==> config.mk <==
export PLATFORM = sky130hd
export DESIGN_NAME = fetch_ctrl_flat
export DESIGN_NICKNAME = d
export VERILOG_FILES = /design/src/rtl/fetch_if.sv /design/src/rtl/fetch_ctrl.sv /design/src/flat_wrapper.sv
export SDC_FILE = /design/constraint.sdc
export NUM_CORES = 1
export LEC_CHECK = 0
export BUFFER_PORTS_ARGS = -buffer_cell sky130_fd_sc_hd__buf_2
export CAP_MARGIN = 0
export CORE_ASPECT_RATIO = 1.4
export CORE_MARGIN = 8
export CORE_UTILIZATION = 55
export CTS_CLUSTER_DIAMETER = 150
export CTS_CLUSTER_SIZE = 10
export DETAILED_ROUTE_END_ITERATION = 7
export GPL_ROUTABILITY_DRIVEN = 0
export HOLD_SLACK_MARGIN = 0.12
export PLACE_DENSITY = 0.85
export RECOVER_POWER = 100
export SLEW_MARGIN = 20
export SYNTH_ARGS = -nofsm -noshare
export SYNTH_HDL_FRONTEND = slang
export SYNTH_SLANG_ARGS = --single-unit
==> constraint.sdc <==
create_clock -name clk -period 6.85 [get_ports clk]
set_clock_uncertainty 0.2 [all_clocks]
set_input_delay 0.685 -clock clk [delete_from_list [all_inputs] [get_ports clk]]
set_output_delay 0.685 -clock clk [all_outputs]
set_load 0.01 [all_outputs]
==> src/rtl/fetch_if.sv <==
// Fetch-side bus between the fetch sequencer, the program ROM and the decoder.
// The slave modport is the sequencer; the master modport is its environment.
interface fetch_if #(
  parameter int unsigned Psize = 5,
  parameter int unsigned Isize = 15
);
  logic             start;
  logic             stall;
  logic             branch_en;
  logic [Psize-1:0] branch_off;
  logic             jump_en;
  logic [Psize-1:0] jump_addr;
  logic             halt_req;
  logic [Isize-1:0] I_in;
  logic [Psize-1:0] address;
  logic [Isize-1:0] instr;
  logic [Psize-1:0] ir_pc;
  logic             instr_valid;
  logic             halted;
  logic             fault;
  logic [15:0]      retired;

  modport master (
    output start, stall, branch_en, branch_off, jump_en, jump_addr, halt_req, I_in,
    input  address, instr, ir_pc, instr_valid, halted, fault, retired
  );

  modport slave (
    input  start, stall, branch_en, branch_off, jump_en, jump_addr, halt_req, I_in,
    output address, instr, ir_pc, instr_valid, halted, fault, retired
  );
endinterface

==> src/rtl/fetch_ctrl.sv <==
// Program counter and fetch sequencer for picoMIPS: drives the ROM address,
// captures instructions into IR and handles stall, branch, jump, halt and fault.
module fetch_ctrl #(
  parameter int unsigned Psize  = 5,
  parameter int unsigned Isize  = 15,
  parameter int unsigned Pdepth = 22
) (
  input  logic    clk,
  input  logic    resetn,
  fetch_if.slave  bus
);
  localparam int unsigned Tw = Psize + 1;
  localparam int unsigned Rw = 16;

  typedef enum logic [1:0] {IDLE, RUN, HALTED, FAULT} state_t;

  state_t           state_q, state_d;
  logic [Psize-1:0] pc_q, pc_d;
  logic [Psize-1:0] irpc_q, irpc_d;
  logic [Isize-1:0] instr_q, instr_d;
  logic             valid_q, valid_d;
  logic [Rw-1:0]    ret_q, ret_d;

  logic [Tw-1:0]    br_tgt;
  logic [Tw-1:0]    tgt;
  logic             tgt_bad;
  logic [Psize-1:0] pc_seq;

  // One extra bit catches both negative and past-the-end targets in one compare.
  always_comb begin
    br_tgt  = {1'b0, irpc_q} + {bus.branch_off[Psize-1], bus.branch_off};
    tgt     = bus.jump_en ? {1'b0, bus.jump_addr} : br_tgt;
    tgt_bad = (tgt >= Tw'(Pdepth));
    pc_seq  = (pc_q == Psize'(Pdepth - 1)) ? '0 : pc_q + Psize'(1);
  end

  always_ff @(posedge clk or negedge resetn) begin
    if (!resetn) begin
      state_q <= IDLE;
      pc_q    <= '0;
      irpc_q  <= '0;
      instr_q <= '0;
      valid_q <= 1'b0;
      ret_q   <= '0;
    end else begin
      state_q <= state_d;
      pc_q    <= pc_d;
      irpc_q  <= irpc_d;
      instr_q <= instr_d;
      valid_q <= valid_d;
      ret_q   <= ret_d;
    end
  end

  // Next-state: control requests only act on a valid IR word; stall freezes everything.
  always_comb begin
    state_d = state_q;
    pc_d    = pc_q;
    irpc_d  = irpc_q;
    instr_d = instr_q;
    valid_d = valid_q;
    ret_d   = ret_q;
    case (state_q)
      RUN: begin
        if (!bus.stall) begin
          if (valid_q && (ret_q != '1)) ret_d = ret_q + Rw'(1);
          if (bus.halt_req && valid_q) begin
            state_d = HALTED;
            valid_d = 1'b0;
          end else if ((bus.jump_en || bus.branch_en) && valid_q) begin
            valid_d = 1'b0;
            if (tgt_bad) state_d = FAULT;
            else         pc_d    = tgt[Psize-1:0];
          end else begin
            instr_d = bus.I_in;
            irpc_d  = pc_q;
            valid_d = 1'b1;
            pc_d    = pc_seq;
          end
        end
      end
      default: begin
        if (bus.start) begin
          state_d = RUN;
          pc_d    = '0;
          valid_d = 1'b0;
          ret_d   = '0;
        end
      end
    endcase
  end

  assign bus.address     = pc_q;
  assign bus.instr       = instr_q;
  assign bus.ir_pc       = irpc_q;
  assign bus.instr_valid = valid_q;
  assign bus.retired     = ret_q;
  assign bus.halted      = (state_q == HALTED);
  assign bus.fault       = (state_q == FAULT);
endmodule
==> src/flat_wrapper.sv <==
// flat-port wrapper written by rule: the top's interface ports become plain ports
module fetch_ctrl_flat 
#(
  parameter int unsigned Psize  = 5,
  parameter int unsigned Isize  = 15,
  parameter int unsigned Pdepth = 22
)
  (clk, resetn, bus_start, bus_stall, bus_branch_en, bus_branch_off, bus_jump_en, bus_jump_addr, bus_halt_req, bus_I_in, bus_address, bus_instr, bus_ir_pc, bus_instr_valid, bus_halted, bus_fault, bus_retired);
  fetch_if #(.Psize(Psize), .Isize(Isize)) bus_i ();
  input  logic clk;
  input  logic resetn;
  input wire logic [$bits(bus_i.start)-1:0] bus_start;
  input wire logic [$bits(bus_i.stall)-1:0] bus_stall;
  input wire logic [$bits(bus_i.branch_en)-1:0] bus_branch_en;
  input wire logic [$bits(bus_i.branch_off)-1:0] bus_branch_off;
  input wire logic [$bits(bus_i.jump_en)-1:0] bus_jump_en;
  input wire logic [$bits(bus_i.jump_addr)-1:0] bus_jump_addr;
  input wire logic [$bits(bus_i.halt_req)-1:0] bus_halt_req;
  input wire logic [$bits(bus_i.I_in)-1:0] bus_I_in;
  output wire logic [$bits(bus_i.address)-1:0] bus_address;
  output wire logic [$bits(bus_i.instr)-1:0] bus_instr;
  output wire logic [$bits(bus_i.ir_pc)-1:0] bus_ir_pc;
  output wire logic [$bits(bus_i.instr_valid)-1:0] bus_instr_valid;
  output wire logic [$bits(bus_i.halted)-1:0] bus_halted;
  output wire logic [$bits(bus_i.fault)-1:0] bus_fault;
  output wire logic [$bits(bus_i.retired)-1:0] bus_retired;
  assign bus_i.start = bus_start;
  assign bus_i.stall = bus_stall;
  assign bus_i.branch_en = bus_branch_en;
  assign bus_i.branch_off = bus_branch_off;
  assign bus_i.jump_en = bus_jump_en;
  assign bus_i.jump_addr = bus_jump_addr;
  assign bus_i.halt_req = bus_halt_req;
  assign bus_i.I_in = bus_I_in;
  assign bus_address = bus_i.address;
  assign bus_instr = bus_i.instr;
  assign bus_ir_pc = bus_i.ir_pc;
  assign bus_instr_valid = bus_i.instr_valid;
  assign bus_halted = bus_i.halted;
  assign bus_fault = bus_i.fault;
  assign bus_retired = bus_i.retired;
  fetch_ctrl #(.Psize(Psize), .Isize(Isize), .Pdepth(Pdepth)) u_core (.clk(clk), .resetn(resetn), .bus(bus_i));
endmodule
==> results of run 1 <==
-- flip-flops by register name (all words and copies together), names as in the netlist --
signal	count
u_core.bus.address	5
u_core.state_q	2
u_core.bus.instr	15
u_core.bus.ir_pc	5
u_core.bus.instr_valid	1
u_core.bus.retired	16
-- per-stage QoR --
step,total power [mW],hold slack [ns],setup slack [ns],cell area (sq um)
after floorplan,0.760,0.189,4.06,2460
after global placement,0.914,0.283,3.88,2870
after detailed placement,0.935,0.289,3.82,2870
after CTS,1.09,0.307,4.13,2950
after global routing,1.12,0.325,3.70,2850
final,1.04,0.307,3.98,2850
-- worst min path at each step --
stage | end | slack [ns] | cells past startpoint
CTS | u_core.bus.instr[1] | 0.31 | 1
floorplan | u_core.bus.address[0] | 0.19 | 0
global placement | u_core.bus.instr[3] | 0.28 | 1
detailed placement | u_core.bus.instr[1] | 0.29 | 1
finish | u_core.bus.instr[1] | 0.31 | 1
global route | u_core.bus.instr[1] | 0.33 | 1
-- final cells by class --
class | instances | area, sq um
Clock buffer | 6 | 72.6
Clock inverter | 1 | 5.00
Fill cell | 413 | 1570
Inverter | 8 | 30.0
Multi-Input combinational cell | 180 | 1250
Sequential cell | 44 | 1100
Tap cell | 62 | 77.6
Timing Repair Buffer | 75 | 318
-- logic make-up (layout without fill, tap and decap cells) --
logic type               after synthesis  after routing  synth area share
AND/OR/NAND/NOR                       84             84             0.171
adder cells (fa/ha/maj)                9              9            0.0489
multiplexers                          22             22             0.103
AO/OA/AOI/OAI                         52             52             0.155
XOR/XNOR                              13             13            0.0464
buffers and inverters                 15             90            0.0275
flip-flops                            44             44             0.448
-- power breakdown --
part	total [mW]	leakage, nW	switching [mW]	internal (mW)
Combinational	0.472	0.616	0.267	0.205
Sequential	0.416	0.561	0.0721	0.344
Clock	0.152	0.0410	0.0822	0.0694
Total	1.04	1.22	0.421	0.618
-- cell usage in the layout, fill, tap and decap left out, drive strengths merged, types with 4 or more instances in the layout --
cell type | Yosys | layout
buf | 2 | 29
nand4 | 5 | 5
nor3b | 4 | 4
nand2 | 19 | 19
ha | 8 | 8
nand3 | 8 | 8
xor2 | 5 | 5
nor2b | 4 | 4
nor2 | 26 | 26
xnor2 | 8 | 8
inv | 8 | 8
mux2 | 20 | 20
clkbuf | 5 | 52
o31ai | 4 | 4
a21oi | 9 | 9
nor3 | 6 | 6
o21ai | 12 | 12
a211oi | 7 | 7
dfrtp | 44 | 44
-- metal layers --
| layer | track usage | vias up | share of wire |
|---|---|---|---|
| met5 | 0 | - | 0 |
| met4 | 0.0804 | 0 | 0.020 |
| met3 | 0.0516 | 11 | 0.068 |
| met2 | 0.287 | 61 | 0.52 |
| met1 | 0.188 | 989 | 0.39 |
| li1 | - | 1004 | - |
-- worst reg2reg max path, delay by kind of cell, from the launching register on --
family | cells | cell delay, ns
compound gates | 2 | 1.03
xor+xnor | 1 | 0.19
flops | 1 | 0.44
simple gates | 3 | 0.86
==> metrics.yaml, run 1 <==
crit_start: "u_core.bus.retired[8]"
syn_area_sq_mm: 0.00246
worst_r2r_endpoint: "u_core.bus.retired[11]"
firstDrtPassIters: 4
die_y_um: 95.1
irDropWorstVdd_v: 0.000193
yosysSeqAreaShare: 0.448
clkLatencyLatePin_ns: 0.29
maxSlewViolCount: 45
vias: 2065
max_cap_violations: 1
drcViolationCount: 0
io_pins: 76
dp_hpwl_mm: 4.40
holdCritStartpoint: "u_core.bus.instr[1]"
avgViaCountPerCell: 5.49
cp.arrival_ns: 2.82
avgSynthCellArea_sq_um: 10.3
ys_async_sr_fraction: 1.00
setup_viol: 0
cts_root_buffer: "clkbuf_8"
synthTopCellsByArea: "dfrtp_1, mux2_2, ha_1"
htree_levels: 2
synthTopCellsByCount: "dfrtp_1, nor2_1, nand2_1"
detail_route.iter0.violations: 113
min_path_type: "register to register"
final_hold_viol_count: 0
path_clk_slew_ns: 0.08
leakage_nw: 1.22
crit_required_ns: 6.80
reg2regPathDepth: 6
synth_area_leader_cell: "dfrtp_1"
worst_pin_slew_ns: 2.31
cp_num_cells: 6
ff2ff_setup_slack_ns: 3.98
fmax_ghz: 0.348
violations: "max-capacitance violations, max-slew violations"
io_buffers: 75
synth_most_common_cell: "dfrtp_1"
r2r_start: "u_core.bus.retired[8]"
worstPathCellList: "nand4_1 -> or4_1 -> o21bai_1 -> a211oi_1 -> xnor2_1 -> nor2_1"
synth_nets: 280
cts_tree: "done"
rsz0062_at_grt: "no"
netlist.area_leader.share: 0.448
cts_setup_buffers: 0
numCtsBuffers: 5
antenna_found_initial: 0
status: "complete, but fails checks"
finalCriticalPeriod_ns: 2.87
fin_crit_sh: 0.419
relSlewSlack: -0.541
grt_pass1_vias: 2052
wl_per_cell_um: 15.2
cellPowerDensity_mw_per_mm2: 364
critical-path-max-stage-delay_ns: 0.82
path_buf_inv: 0
end_kind: "register"
ys_ff_latch: 44
drive_above_1_share: 0.178
grt-ovfl-total: 0
rows: 29
cp-start-kind: "register"
fin_util: 0.644
core_sq_mm: 0.00443
fp.dieArea_sq_mm: 0.00689
initial_core_util: 0.555
routed_wl_mm: 5.70
grt_pass1_wl_mm: 9.27
clockBufferDepth: 2
die_w_um: 72.5
finalNonFillerCells: 376
syn_to_final_growth_pct: 16.1
ys_types: 51
critPathKind: "register to register"
synth_edf_count: 0
clock_sinks: 44
ys.flop_type: "dfrtp_1"
grt_max_degree: 45
synthCells: 239
numPlacedInstances: 369
cts_hold_buf: 0
yosysWarnings: 0
grt_usage: 0.169
fin_nets: 355
slowest_stage: "o21bai_1"
crit_family: "compound AO/OA/AOI/OAI gates"
tns_ns: 0
antenna_cells: 0
antenna_left: 0
cp-endpoint: "u_core.bus.retired[11]"
crit_fanout: 16
post_cts_resized: 0
No activity file was read; power rests on OpenSTA's default activity.
==> run 2: changes to the inputs <==
CORE_UTILIZATION = 51   (was 55)
PLACE_DENSITY = 0.8   (was 0.85)
clock period = 2.9 ns   (was 6.85 ns; I/O delays follow)
==> metrics.yaml, run 2 (synthesis results as in run 1) <==
largest_reg_flops: 16  # unchanged
worst_pin_slew_ns: 1.23  # was 2.31 ns
clock_sinks: 44  # unchanged
relSlewSlack: 0.181  # was -0.541
pre_cts_ws_ns: 0.188  # was 3.82 ns
antenna_cells: 0  # unchanged
die_y_um: 98.1  # was 95.1 um
htree_levels: 2  # unchanged
finalCriticalPeriod_ns: 2.64  # was 2.87 ns
leakage_nw: 1.32  # was 1.22 nW
syn_to_final_growth_pct: 26.4  # was 16.1%
irDropWorstVdd_v: 0.000522  # was 0.000193 V
vias: 2148  # was 2,065
drive_above_1_share: 0.188  # was 0.178
clkLatencyLatePin_ns: 0.29  # about the same
grt_max_degree: 45  # unchanged
fmax_ghz: 0.379  # was 0.348 GHz
grt_pass1_vias: 2254  # was 2,052
drcViolationCount: 0  # unchanged
io_pins: 76  # unchanged
wl_per_cell_um: 15.8  # was 15.2 um
end_kind: "register"  # unchanged
min_path_type: "primary input to register"  # was register to register
crit_fanout: 7  # was 16
fin_crit_sh: 0.910  # was 0.419
cts_setup_buffers: 0  # unchanged
die_w_um: 74.7  # was 72.5 um
most-common-layout-cells: "clkbuf_1, dfrtp_1, buf_2, nor2_1, nand2_1"  # unchanged
seq_area_sq_mm: 0.00110  # unchanged
setup_viol: 0  # unchanged
multi_input_area_sq_mm: 0.00126  # was 0.00125 sq mm
setup_slack_ns: 0.261  # was 3.98 ns
grt-ovfl-total: 0  # unchanged
path_clk_slew_ns: 0.08  # about the same
dp_hpwl_mm: 4.57  # was 4.40 mm
crit_required_ns: 2.88  # was 6.80 ns
firstDrtPassIters: 4  # unchanged
fp.dieArea_sq_mm: 0.00732  # was 0.00689 sq mm
final_common_cell: "clkbuf_1"  # unchanged
grt_usage: 0.183  # was 0.169
maxSlewViolCount: 0  # was 45
rsz0062_at_grt: "no"  # unchanged
fillCellCount: 441  # was 413
initial_core_util: 0.519  # was 0.555
cts_tree: "done"  # unchanged
antenna_left: 0  # unchanged
final_hold_viol_count: 0  # unchanged
max_cap_violations: 0  # was 1
rows: 30  # was 29
cp-start-kind: "register"  # unchanged
tns_ns: 0  # unchanged
avgViaCountPerCell: 5.37  # was 5.49
grt_pass1_wl_mm: 10.6  # was 9.27 mm
routed_wl_mm: 6.33  # was 5.70 mm
clockBufferDepth: 2  # unchanged
fin_nets: 376  # was 355
status: "completed"  # was complete, but fails checks
cts_root_buffer: "clkbuf_8"  # unchanged
io_buffers: 75  # unchanged
cellPowerDensity_mw_per_mm2: 827  # was 364 mW/mm^2
numCtsBuffers: 5  # unchanged
critPathKind: "register to register"  # unchanged
core_sq_mm: 0.00473  # was 0.00443 sq mm
cp.arrival_ns: 2.62  # was 2.82 ns
antenna_found_initial: 0  # unchanged
detail_route.iter0.violations: 80  # was 113
run 2: cell count changes in the layout (fill, tap and decap cells not counted), sizes merged:
cell	previous run	this run
clkbuf	52	53
buf	29	33
dlygate4sd3	0	18
clkinv	1	0
run 2: what timing repair did:
item,in CTS,in global routing
hold buffers,18,0
resized for setup,0,1
endpoints found under the hold margin,60,0
setup endpoints to repair,0,2
run 2: metrics by stage:
step	instance area, sq um	instances	hold WS [ns]	util	power (mW)
after floorplan	2460	239	-0.206	-	1.80
after global placement	2890	373	0.283	0.611	2.18
after detailed placement	2890	373	0.288	0.611	2.23
after CTS	3160	399	0.151	0.668	2.65
after global routing	3100	400	0.155	0.656	2.77
final	3100	400	0.162	0.656	2.57
run 2: critical path, stage by stage, from the launching register on:
cell	delay [ns]
dfrtp_1	0.41
ha_1	0.40
or4b_1	0.46
o221ai_1	0.10
a311oi_2	0.09
o31ai_2	0.36
a21o_4	0.17
mux2_1	0.34
run 2: path summary, 6_finish.rpt:
kind	start	endpoint	slack [ns]	depth (start not counted)
max	u_core.bus.ir_pc[4]	u_core.bus.address[0]	0.26	7
min	bus_stall	u_core.bus.instr_valid	0.16	3
max reg2reg	u_core.bus.ir_pc[4]	u_core.bus.address[0]	0.26	7
min reg2reg	u_core.bus.instr[3]	u_core.bus.instr[3]	0.31	1
max in group asynchronous	resetn	u_core.bus.ir_pc[3]	1.24	2
min in group asynchronous	resetn	u_core.bus.retired[0]	0.55	2
run 2: where the power goes:
part | switching [mW] | total [mW] | internal (mW) | leakage [nW]
sequential | 0.166 | 0.978 | 0.812 | 0.561
combinational | 0.670 | 1.20 | 0.525 | 0.717
clock | 0.199 | 0.393 | 0.194 | 0.0455
total | 1.04 | 2.57 | 1.53 | 1.32
run 2: routing by layer:
layer	global-route usage	wire length, um	vias up
li1	-	-	1052
met1	0.203	2360	1027
met2	0.317	3440	55
met3	0.0400	374	14
met4	0.0773	157	0
met5	0	0	-
run 2: layout make-up:
type / count / share of cell area
Multi-Input combinational cell: 180 / 0.407
Sequential cell: 44 / 0.355
Timing Repair Buffer: 96 / 0.174
Clock buffer: 8 / 0.0290
Tap cell: 64 / 0.0258
Inverter: 8 / 0.00967
